$ cat config.mk
export PLATFORM = sky130hd
export DESIGN_NAME = gcd_job_sequencer
export DESIGN_NICKNAME = d
export VERILOG_FILES = /design/src/rtl/gcd_job_sequencer.sv
export SDC_FILE = /design/constraint.sdc
export NUM_CORES = 1
export LEC_CHECK = 0
export BUFFER_PORTS_ARGS = -buffer_cell sky130_fd_sc_hd__buf_2
export CAP_MARGIN = 25
export CELL_PAD_IN_SITES_DETAIL_PLACEMENT = 0
export CELL_PAD_IN_SITES_GLOBAL_PLACEMENT = 1
export CORE_MARGIN = 2
export CORE_UTILIZATION = 47
export CTS_CLUSTER_DIAMETER = 30
export CTS_CLUSTER_SIZE = 14
export DETAILED_ROUTE_END_ITERATION = 8
export PLACE_DENSITY_LB_ADDON = 0.1
export REMOVE_ABC_BUFFERS = 1
export SYNTH_ARGS = -nofsm -noshare
export SYNTH_HDL_FRONTEND = slang
export SYNTH_SLANG_ARGS = --single-unit
$ cat constraint.sdc
create_clock -name clk -period 3.95 [get_ports clk]
set_input_delay 0.395 -clock clk [delete_from_list [all_inputs] [get_ports clk]]
set_output_delay 0.395 -clock clk [all_outputs]
set_load 0.02 [all_outputs]
$ cat src/rtl/gcd_job_sequencer.sv
// ============================================================================
//  Module   : gcd_job_sequencer
//  Purpose  : Queues GCD operand pairs, sequences an external GCD core one job
//             at a time, short-circuits zero operands and returns results over
//             a valid/ready response port. Optional watchdog: GCD_SEQ_TIMEOUT_EN.
//  Revision : 1.0 - initial release
// ============================================================================
`default_nettype none

module gcd_job_sequencer #(
    parameter int WIDTH   = 32,
    parameter int DEPTH   = 4,
    parameter int TIMEOUT = 4096
) (
    input  logic             clk,
    input  logic             reset,
    input  logic             req_valid,
    output logic             req_ready,
    input  logic [WIDTH-1:0] req_a,
    input  logic [WIDTH-1:0] req_b,
    output logic [WIDTH-1:0] core_in1,
    output logic [WIDTH-1:0] core_in2,
    output logic             core_rst,
    input  logic             core_done,
    input  logic [WIDTH-1:0] core_out,
    output logic             rsp_valid,
    input  logic             rsp_ready,
    output logic [WIDTH-1:0] rsp_gcd,
    output logic             rsp_err,
    output logic             busy
);

    localparam int                 c_PTR_W     = $clog2(DEPTH);
    localparam logic [c_PTR_W:0]   c_DEPTH_CNT = (c_PTR_W+1)'(DEPTH);

    typedef enum logic [2:0] {
        S_IDLE   = 3'd0,
        S_LOAD   = 3'd1,
        S_RUN    = 3'd2,
        S_BYPASS = 3'd3,
        S_HOLD   = 3'd4
    } state_t;

    // ------------------------------------------------------------------------
    // Request FIFO
    // ------------------------------------------------------------------------
    logic [2*WIDTH-1:0] r_mem [DEPTH];
    logic [c_PTR_W-1:0] r_wr_ptr;
    logic [c_PTR_W-1:0] r_rd_ptr;
    logic [c_PTR_W:0]   r_count;

    state_t             r_state;

    logic               w_full;
    logic               w_empty;
    logic               w_push;
    logic               w_pop;
    logic [2*WIDTH-1:0] w_head;
    logic [WIDTH-1:0]   w_head_a;
    logic [WIDTH-1:0]   w_head_b;

    // Full blocks pushes even when a pop happens the same cycle.
    assign w_full    = (r_count == c_DEPTH_CNT);
    assign w_empty   = (r_count == '0);
    assign req_ready = reset & ~w_full;
    assign w_push    = req_valid & req_ready;
    assign w_pop     = (r_state == S_IDLE) & ~w_empty;
    assign w_head    = r_mem[r_rd_ptr];
    assign w_head_a  = w_head[2*WIDTH-1:WIDTH];
    assign w_head_b  = w_head[WIDTH-1:0];

    always_ff @(posedge clk) begin
        if (w_push) begin
            r_mem[r_wr_ptr] <= {req_a, req_b};
        end
    end

    always_ff @(posedge clk) begin
        if (!reset) begin
            r_wr_ptr <= '0;
            r_rd_ptr <= '0;
            r_count  <= '0;
        end else begin
            if (w_push) begin
                r_wr_ptr <= r_wr_ptr + 1'b1;
            end
            if (w_pop) begin
                r_rd_ptr <= r_rd_ptr + 1'b1;
            end
            case ({w_push, w_pop})
                2'b10:   r_count <= r_count + 1'b1;
                2'b01:   r_count <= r_count - 1'b1;
                default: r_count <= r_count;
            endcase
        end
    end

    // ------------------------------------------------------------------------
    // Job sequencer
    // ------------------------------------------------------------------------
    logic [WIDTH-1:0] r_opa;
    logic [WIDTH-1:0] r_opb;
    logic [WIDTH-1:0] r_core_in1;
    logic [WIDTH-1:0] r_core_in2;
    logic             r_core_rst;
    logic             r_load_cnt;
    logic             r_rsp_valid;
    logic [WIDTH-1:0] r_rsp_gcd;

`ifdef GCD_SEQ_TIMEOUT_EN
    localparam int                c_WDOG_W    = $clog2(TIMEOUT + 1);
    localparam logic [c_WDOG_W-1:0] c_WDOG_LAST = c_WDOG_W'(TIMEOUT - 1);

    logic                r_rsp_err;
    logic [c_WDOG_W-1:0] r_wdog;

    assign rsp_err = r_rsp_err;
`else
    logic w_unused_timeout;

    assign w_unused_timeout = ^32'(TIMEOUT);
    assign rsp_err          = 1'b0;
`endif

    always_ff @(posedge clk) begin
        if (!reset) begin
            r_state     <= S_IDLE;
            r_opa       <= '0;
            r_opb       <= '0;
            r_core_in1  <= '0;
            r_core_in2  <= '0;
            r_core_rst  <= 1'b1;
            r_load_cnt  <= 1'b0;
            r_rsp_valid <= 1'b0;
            r_rsp_gcd   <= '0;
`ifdef GCD_SEQ_TIMEOUT_EN
            r_rsp_err   <= 1'b0;
            r_wdog      <= '0;
`endif
        end else begin
            case (r_state)
                S_IDLE: begin
                    r_core_rst <= 1'b1;
                    if (!w_empty) begin
                        r_opa <= w_head_a;
                        r_opb <= w_head_b;
                        // gcd with a zero operand is just the other operand.
                        if ((w_head_a == '0) || (w_head_b == '0)) begin
                            r_state <= S_BYPASS;
                        end else begin
                            r_state    <= S_LOAD;
                            r_core_in1 <= w_head_a;
                            r_core_in2 <= w_head_b;
                            r_load_cnt <= 1'b0;
`ifdef GCD_SEQ_TIMEOUT_EN
                            r_wdog     <= '0;
`endif
                        end
                    end
                end

                S_LOAD: begin
                    if (r_load_cnt) begin
                        r_state    <= S_RUN;
                        r_core_rst <= 1'b0;
                    end else begin
                        r_load_cnt <= 1'b1;
                    end
                end

                S_RUN: begin
                    if (core_done) begin
                        r_rsp_gcd   <= core_out;
                        r_rsp_valid <= 1'b1;
                        r_core_rst  <= 1'b1;
                        r_state     <= S_HOLD;
`ifdef GCD_SEQ_TIMEOUT_EN
                        r_rsp_err   <= 1'b0;
                    end else if (r_wdog == c_WDOG_LAST) begin
                        r_rsp_gcd   <= '0;
                        r_rsp_err   <= 1'b1;
                        r_rsp_valid <= 1'b1;
                        r_core_rst  <= 1'b1;
                        r_state     <= S_HOLD;
                    end else begin
                        r_wdog      <= r_wdog + 1'b1;
`endif
                    end
                end

                S_BYPASS: begin
                    r_rsp_gcd   <= r_opa | r_opb;
                    r_rsp_valid <= 1'b1;
                    r_state     <= S_HOLD;
`ifdef GCD_SEQ_TIMEOUT_EN
                    r_rsp_err   <= 1'b0;
`endif
                end

                S_HOLD: begin
                    if (rsp_ready) begin
                        r_rsp_valid <= 1'b0;
                        r_state     <= S_IDLE;
                    end
                end

                default: begin
                    r_state     <= S_IDLE;
                    r_core_rst  <= 1'b1;
                    r_rsp_valid <= 1'b0;
                end
            endcase
        end
    end

    assign core_in1  = r_core_in1;
    assign core_in2  = r_core_in2;
    assign core_rst  = r_core_rst;
    assign rsp_valid = r_rsp_valid;
    assign rsp_gcd   = r_rsp_gcd;
    assign busy      = (r_state != S_IDLE) | ~w_empty;

endmodule

`default_nettype wire

==> out/qor.csv <==
metric,value,unit
ANT nets after route,0,
worst-margin pin slew,1.06,ns
CP Max Fanout,31,
post-layout instance area,20700,sq um
largest cells by area after synthesis,"edfxtp_1 (48%), dfxtp_1 (22%), mux4_2 (8.9%)",
most frequent cells in the layout,"edfxtp_1 (256), nand2_1 (199), buf_2 (199)",
Lkg Pwr,7.58,nW
Synth Area in Adders,0.512,%
GPL Wtd Cong,0.729,
vias in the first global route,11000,
vias post-DR,10800,
drt drc,0,
H-tree levels,3,
maxcap violations,0,
initial core utilization,47.9,%
Layout Nets,1560,
Yosys warnings,0,
gr ovfl total,0,
largest net degree at the start of global routing,131,
CTS Buf Count,89,
"most common cell after layout, fill and taps aside",edfxtp_1,
CTS tree,done,
Pwr Density,844,nW/um^2
# IOs,202,
outcome,completed,
Hold Path Class,in -> reg,
Detailed Route Iter0 Violations,676,
placed cell count,1809,
Worst Skew,0.0213,ns
post-place setup slack,0.509,ns
Power Total,17.4,mW
layout cells sized above 1,29.5,%
"flops & latches, synth",431,
clock-pin transition on the worst setup and hold timing paths,0.05,ns
Buffers on Ports,200,
post-synthesis compound-gate area fraction,5.59,%
Simple-Gate Fraction of Synth Area,12.3,%
setup bufs post-CTS,0,
DR WL/cell,21.1,microns
Avg Synthesized Cell Area,13.1,sq um
"Slew Viols, Final",0,
First-pass DRT Iterations,5,
largest family of logic cells by synthesized area,simple AND/OR/NAND/NOR gates,
Hold Fails Final Rpt,0,
Period minus WS final,3.41,ns
Total Wirelength,41.7,mm
Critical Path End Type,flop,
CTS max path bufs,3,
proportion of synthesized area in mux cells,8.94,%
total die area,35800,sq um
die height,189,microns
Final Worst Setup Slack,0.544,ns
crit start category,flop,
GRT Total Usage,23.7,%
dpl cell area,17600,sq um
"Worst Path Class, Setup",reg -> reg,
# setup viols final,0,
Mapped Area,16100,sq um
"Distinct cells, synth",35,
Cell Rows,67,
Worst VDD drop,0.712,mV
Die W,189,microns
"area leader, netlist",edfxtp_1,
Area Overhead vs Synth,28.1,%
CTS sink count,431,
CP Data Required Time,4.45,ns
fmax,294,MHz
worst skew pair latency,0.59,ns
Via-to-Cell Ratio,5.46,
Max-Slew Margin vs Limit,29.6,%
first-pass GRT wire length,63.9,mm
WHS,0.0237,ns
XOR/XNOR Fraction of Synth Area,0.272,%
Core Footprint,33700,sq um
register area share after synthesis,69.4,%
antenna violations before repair,3,
root buffer cell,clkbuf_16,
final design utilization,61.3,%
Layout Cells excl Fill,1978,
post-synth top area share,47.7,%
crit path DAT,3.91,ns
setup TNS,0,ns
unrepaired setup endpoints after global routing,false,
detailed-placement wirelength estimate,24.9,mm
post-synthesis cell count,1227,
Final Cycle Share,86.2,%
==> worst paths after layout <==
check / from / end / slack (ns) / cells after the start
max reg2reg: flop / core_in1[28]$_SDFFE_PN0P_ / 0.54 / 9
min reg2reg: core_in1[3]$_SDFFE_PN0P_ / core_in1[3]$_SDFFE_PN0P_ / 0.44 / 2
max: flop / core_in1[28]$_SDFFE_PN0P_ / 0.54 / 9
min: req_a[16] / r_mem[0][48]$_DFFE_PP_ / 0.02 / 1
==> per-layer routing <==
layer  up-vias  routed length, microns  GRT usage (%)
li1       5028                       -              -
met1      5319                   18500           32.8
met2       371                   19700           37.9
met3        73                    2620           4.78
met4         4                     807           7.75
met5         -                      29              0
==> power by group <==
group | internal (mW) | switching, mW
combinational | 1.38 | 2.56
sequential | 5.51 | 0.473
clock | 5.14 | 2.37
==> Yosys cell counts <==
cell type	n
buf_4	2
ha_1	5
clkbuf_1	62
a211oi_1	1
nor2_1	75
o21ai_0	5
a221oi_1	1
nand4_1	69
nor3_1	66
buf_1	8
o22a_1	1
xor2_1	3
a21oi_1	100
conb_1	1
fa_1	1
o31ai_1	1
xnor2_1	2
and3_1	5
buf_6	10
mux4_2	64
buf_2	10
or3_1	3
and2_1	2
nand3_1	2
o21ai_1	66
nor2b_1	1
dfxtp_1	175
edfxtp_1	256
o22ai_1	1
nand2_1	200
a31oi_1	1
nand2b_1	1
inv_1	8
nor4_1	17
inv_2	2
==> repair_timing <==
action / in CTS / in global routing
hold buffers: 1 / 0
gates resized for setup: 0 / 0
hold endpoints to repair: 4 / 0
==> cells by family after synthesis <==
family | Yosys count
simple gates | 441
flops | 431
compound gates | 177
buf+inv | 102
mux | 64
fa+ha+maj | 6
xor+xnor | 5
other cells | 1
==> registers in the layout, summed over array words and instances, names as in the netlist, 2 cells and up, named ones only <==
| name | count |
|---|---|
| r_count | 3 |
| r_state | 3 |
| r_opb | 32 |
| core_in2 | 32 |
| rsp_gcd | 32 |
| core_in1 | 32 |
| r_wr_ptr | 2 |
| r_mem | 256 |
| r_opa | 32 |
| r_rd_ptr | 2 |
==> critical path, cell delays in order (launching register included) <==
cell and delay [ns]:
dfxtp_4 0.53, buf_12 0.31, mux4_2 0.60, nor4_1 0.54, buf_4 0.20, nand4_1 0.13, o22ai_1 0.43, nor2_4 0.07
buf_4 0.26, o21ai_1 0.18
==> layout make-up <==
| class | count | area, sq um |
|---|---|---|
| diodes | 2 | 5.00 |
| clock buffers | 112 | 2510 |
| clock inverters | 54 | 566 |
| fillers | 2700 | 13000 |
| inverters | 10 | 42.5 |
| multi-input cells | 694 | 4500 |
| flip-flops and latches | 431 | 11200 |
| well taps | 448 | 561 |
| repair buffers | 227 | 1270 |
Note: power is estimated with default switching activity, not from simulation.
